[config.mk]
export PLATFORM = sky130hd
export DESIGN_NAME = ahb_slave_mem
export DESIGN_NICKNAME = d
export VERILOG_FILES = /design/src/rtl/ahb_pkg.sv /design/src/rtl/ahb_slave_ram.sv /design/src/rtl/ahb_slave_mem.sv
export SDC_FILE = /design/constraint.sdc
export NUM_CORES = 1
export LEC_CHECK = 0
export CAP_MARGIN = 20
export CORE_MARGIN = 3
export CORE_UTILIZATION = 55
export DETAILED_ROUTE_END_ITERATION = 10
export PLACE_DENSITY = 0.76
export SLEW_MARGIN = 0
export SYNTH_ARGS = -nofsm -noshare
export SYNTH_HDL_FRONTEND = slang
export SYNTH_SLANG_ARGS = --single-unit
[constraint.sdc]
create_clock -name HCLK -period 4.1 [get_ports HCLK]
set_clock_uncertainty 0.15 [all_clocks]
set_input_delay 0.615 -clock HCLK [delete_from_list [all_inputs] [get_ports HCLK]]
set_output_delay 0.615 -clock HCLK [all_outputs]
set_load 0.005 [all_outputs]
[src/rtl/ahb_pkg.sv]
// Shared AHB-Lite definitions for the master and slave sides of this codebase.
package ahb_pkg;

  typedef enum logic [2:0] {
    IDLE = 3'd0,
    WAIT = 3'd1,
    XFER = 3'd2,
    ERR1 = 3'd3,
    ERR2 = 3'd4
  } slv_state_e;

  localparam logic HRESP_OKAY    = 1'b0;
  localparam logic HRESP_ERROR   = 1'b1;
  localparam logic HTRANS_IDLE   = 1'b0;
  localparam logic HTRANS_ACTIVE = 1'b1;

  // States in which the slave drives HREADYOUT high and can take a new address phase.
  function automatic logic slv_ready_state(input slv_state_e s);
    return (s == IDLE) || (s == XFER) || (s == ERR2);
  endfunction

endpackage

[src/rtl/ahb_slave_ram.sv]
// Word storage for ahb_slave_mem: cleared on reset, one write port, one read port
// that forwards same-cycle write data so back-to-back read-after-write sees new data.
module ahb_slave_ram #(
  parameter int DATA_W = 32,
  parameter int DEPTH  = 16,
  localparam int IDX_W = $clog2(DEPTH)
) (
  input  logic              HCLK,
  input  logic              HRESET,
  input  logic              i_we,
  input  logic [IDX_W-1:0]  i_waddr,
  input  logic [DATA_W-1:0] i_wdata,
  input  logic [IDX_W-1:0]  i_raddr,
  output logic [DATA_W-1:0] o_rdata
);

  logic [DATA_W-1:0] r_mem [DEPTH];

  always_ff @(posedge HCLK) begin
    if (HRESET) begin
      for (int i = 0; i < DEPTH; i++) r_mem[i] <= '0;
    end else if (i_we) begin
      r_mem[i_waddr] <= i_wdata;
    end
  end

  assign o_rdata = (i_we && (i_waddr == i_raddr)) ? i_wdata : r_mem[i_raddr];

endmodule

[src/rtl/ahb_slave_mem.sv]
// AHB-Lite register-memory slave with programmable wait states and two-cycle
// ERROR response for misaligned or out-of-range addresses.
module ahb_slave_mem
  import ahb_pkg::*;
#(
  parameter int ADDR_W      = 32,
  parameter int DATA_W      = 32,
  parameter int DEPTH       = 16,
  parameter int WAIT_STATES = 1
) (
  input  logic              HCLK,
  input  logic              HRESET,
  input  logic              HSEL,
  input  logic [ADDR_W-1:0] HADDR,
  input  logic              HTRANS,
  input  logic              HWRITE,
  input  logic              HREADY,
  input  logic [DATA_W-1:0] HWDATA,
  output logic [DATA_W-1:0] HRDATA,
  output logic              HREADYOUT,
  output logic              HRESP
);

  localparam int         IDX_W   = $clog2(DEPTH);
  localparam logic [3:0] WS_LOAD = 4'(WAIT_STATES - 1);

  slv_state_e        r_state, w_state_nxt;
  logic [3:0]        r_cnt, w_cnt_nxt;
  logic [IDX_W-1:0]  r_idx;
  logic              r_write;
  logic [DATA_W-1:0] r_hrdata;

  logic              w_ready_st, w_accept, w_legal, w_we, w_load;
  logic [IDX_W-1:0]  w_haddr_idx, w_rd_idx;
  logic [DATA_W-1:0] w_ram_rdata;

  assign w_ready_st  = slv_ready_state(r_state);
  assign w_accept    = w_ready_st && HSEL && (HTRANS == HTRANS_ACTIVE) && HREADY;
  assign w_haddr_idx = HADDR[IDX_W+1:2];
  assign w_legal     = (HADDR[1:0] == 2'b00) && ((HADDR >> (IDX_W + 2)) == '0);

  always_comb begin
    w_state_nxt = r_state;
    w_cnt_nxt   = r_cnt;
    case (r_state)
      WAIT: begin
        if (r_cnt == 4'd0) w_state_nxt = XFER;
        else               w_cnt_nxt   = r_cnt - 4'd1;
      end
      ERR1:    w_state_nxt = ERR2;
      default: w_state_nxt = IDLE;
    endcase
    // A new address phase overrides the default return to IDLE.
    if (w_accept) begin
      if (!w_legal) begin
        w_state_nxt = ERR1;
      end else if (WAIT_STATES == 0) begin
        w_state_nxt = XFER;
      end else begin
        w_state_nxt = WAIT;
        w_cnt_nxt   = WS_LOAD;
      end
    end
  end

  assign w_we     = (r_state == XFER) && r_write;
  assign w_rd_idx = (r_state == WAIT) ? r_idx : w_haddr_idx;
  // Read data is captured on the edge that enters XFER: from WAIT, or straight from accept.
  assign w_load   = ((r_state == WAIT) && (r_cnt == 4'd0) && !r_write) ||
                    (w_accept && w_legal && (WAIT_STATES == 0) && !HWRITE);

  always_ff @(posedge HCLK) begin
    if (HRESET) begin
      r_state  <= IDLE;
      r_cnt    <= '0;
      r_idx    <= '0;
      r_write  <= 1'b0;
      r_hrdata <= '0;
    end else begin
      r_state <= w_state_nxt;
      r_cnt   <= w_cnt_nxt;
      if (w_accept) begin
        r_idx   <= w_haddr_idx;
        r_write <= HWRITE;
      end
      if (w_load) r_hrdata <= w_ram_rdata;
    end
  end

  ahb_slave_ram #(
    .DATA_W (DATA_W),
    .DEPTH  (DEPTH)
  ) u_ram (
    .HCLK    (HCLK),
    .HRESET  (HRESET),
    .i_we    (w_we),
    .i_waddr (r_idx),
    .i_wdata (HWDATA),
    .i_raddr (w_rd_idx),
    .o_rdata (w_ram_rdata)
  );

  assign HREADYOUT = w_ready_st;
  assign HRESP     = ((r_state == ERR1) || (r_state == ERR2)) ? HRESP_ERROR : HRESP_OKAY;
  assign HRDATA    = r_hrdata;

endmodule

==> flow_summary.ini <==
[clock_tree]
root_buffer = clkbuf_16
htree_levels = 2
clk_pin_slew_ns = 0.06
clk_latency_ns = 0.61
cts_setup_buffers = 0
ctsResizeCount = 0
numCtsBuffers = 55
cts_tree = yes
clock_sinks = 556
clk_path_buf_depth = 3
ctsHoldBuffers = 0

[critical_path]
r2r_start = r_state[0]
path_max_fanout = 40
worstReg2RegEnd = HRDATA[8]
crit_arrival_ns = 3.66
cp_slowest_cell = nor3b_4
rrSetupSlack_ns = 0.77
endpoint_kind = flop
worstPathCellList = or3b_4 > nor3b_4 > nand2_2 > buf_4 > nand4_1 > o211ai_2
crit_required_ns = 4.43
critPathKind = flop to flop
cp_slowest_stage_delay_ns = 0.78
reg2reg_depth = 6
cp_top_family = simple AND/OR/NAND/NOR gates
cp-start-kind = flop
timing.critical_path.buf_inv = 1

[yosys]
yosysWarnings = 0
synth_edf_count = 512
synth_top_area_share_pct = 58.1
synth_nets = 2181
synth_most_common_cell = and2_1
synth_area_um2 = 26500
syn-mean-instance-area_um2 = 12.5
synthCells = 2110
yosys-top-cells-area = edfxtp_1, and2_1, mux2i_1, dfxtp_1, nand2_1
ys.flop_type = edfxtp_1
ys_ff_latch = 556
synth.distinct_cells = 55
yosysTopAreaCell = edfxtp_1
async_reset_ff_share_pct = 0
synthTopCellsByCount = and2_1, edfxtp_1, nand2_1
yosysSeqAreaShare_pct = 61.4

[drt]
postRouteAntennaNets = 0
wire_per_inst_um = 27.5
num_vias = 17900
drt-initial-drc-count = 2194
first_pass_iters = 6
drc = 0
wirelength_mm = 77.8
via_per_inst = 6.34

[cells_and_area]
seqCellArea_um2 = 16300
layout.nets = 2240
final_area_um2 = 30200
final_util_pct = 64.2
syn_to_final_growth_pct = 14.2
multi_input_area_um2 = 9470
fillCellCount = 3472
drive_above_1_share_pct = 11.9
final_cells = 2827

[die]
fp.coreArea_um2 = 47100
start_util_pct = 56.2
die_h_um = 225
rows = 79
die_area_um2 = 50800
die_x_um = 225
pin_count = 104

[job]
drv_cap = 0

[global_routing]
overflow = 0
grt_antenna_before_repair = 7
grt_pass1_wl_mm = 114
grt_pass1_vias = 18400
grt_use_total_pct = 30.7
grt_max_degree = 69

[placed_design]
placed_cells = 2719
hpwlAfterDp_mm = 46.8
place.gp.congestion = 0.875
io_buffers = 103
placed_cell_area_um2 = 28300

[hold_path]
hp-class = flop to flop
min-delay-start = r_cnt[2]
worstHoldEndpoint = r_cnt[2]
min_path_cells = 2

[sta]
hold_slack_ns = 0.359
min_period_ns = 3.33
max_slew.worst_pin.slew_ns = 0.886
fin_crit_sh_pct = 81.2
finalSetupTns_ns = 0
rsz0062_at_grt = no
maxSlewHeadroom_pct = 41.0
fmax_ghz = 0.300
slew_violations = 0
hold_viol_final = 0
setup_viol = 0

[pwr]
clkPwrFrac_pct = 41.3
p_per_area_nw_per_um2 = 420
ir_drop_mv = 0.390
swShare_pct = 22.9
p_switching_mw = 2.91
power.leakage_nw = 11.3
internal_power_mw = 9.78
combPwrFrac_pct = 7.8
power_frac_seq_pct = 50.9

[outcome]
status = completed
[cell families after synthesis]
kind of cell	count (synthesis)	synth area share, %
compound gates	224	5.68
xor+xnor	1	0.0331
fa+ha+maj	1	0.0473
buf+inv	181	3.41
flops	556	61.4
mux	213	9.65
simple gates	934	19.7
[registers in the layout, summed over array words and instances, names as in the netlist]
name	count
HRDATA	32
r_cnt	4
r_idx	4
r_state	3
r_write	1
u_ram.r_mem	512
[worst max-delay path by stage]
| stage | startpoint | to | slack [ns] | cells after the start |
|---|---|---|---|---|
| floorplan | HRESET | u_ram.r_mem[1][0] | -0.05 | 4 |
| global placement | HADDR[3] | HRDATA[16] | 0.82 | 7 |
| detailed placement | HADDR[3] | HRDATA[16] | 0.77 | 7 |
| CTS | r_state[0] | HRDATA[16] | 0.87 | 8 |
| global route | r_state[0] | HRDATA[12] | 0.73 | 7 |
| finish | r_state[0] | HRDATA[8] | 0.77 | 6 |
[worst min-delay path: stages (launching register included)]
cell and delay [ns]:
dfxtp_1 0.33, nand2_1 0.07, a21oi_1 0.06
[stage by stage]
| stage | setup slack, ns | power (mW) |
|---|---|---|
| 6_report | 0.770 | 12.7 |
| 3_5_place_dp | 0.765 | 7.54 |
| 2_1_floorplan | -0.0451 | 7.09 |
| 5_1_grt | 0.726 | 13.0 |
| 3_3_place_gp | 0.825 | 7.52 |
| 4_1_cts | 0.869 | 12.7 |
[final cells by class]
cell class | count | share of cell area (%)
well taps | 607 | 2.51
repair buffers | 175 | 5.97
multi-input cells | 1373 | 31.3
inverters | 8 | 0.0994
clock buffers | 74 | 5.20
clock inverters | 29 | 0.990
diodes | 5 | 0.0414
flip-flops and latches | 556 | 53.8
[power by group through the flow]
stage               Combinational [mW]  Clock (mW)  Sequential [mW]
floorplan                        0.546           0             6.54
global placement                 0.951           0             6.57
detailed placement               0.968           0             6.58
CTS                              0.974        5.26             6.46
global route                      1.04        5.47             6.47
finish                           0.990        5.24             6.46
[layer usage]
layer  vias up  track usage (%)  routed length (um)  share of wire [%]
met4         4             17.2                4130                5.3
li1       7719                -                   -                  -
met1      8793             38.2               27800                 36
met5         -                0                  23              0.030
met3       262             7.98                9150                 12
met2      1150             49.3               36700                 47
[layout by cell type (no fill, tap or decap), types with 31 or more instances in the layout]
cell	netlist	routed
o211ai_1	41	41
and2_1	513	513
dfxtp_1	44	42
clkbuf_16	0	57
nand2_1	194	194
edfxtp_1	512	512
mux4_2	31	31
buf_4	10	54
a21oi_1	44	44
nand4_1	57	57
nand3_1	33	33
mux2i_1	175	175
nor2_1	78	75
clkdlybuf4s50_1	0	101
o22ai_1	60	60
Note: power is estimated with default switching activity, not from simulation.
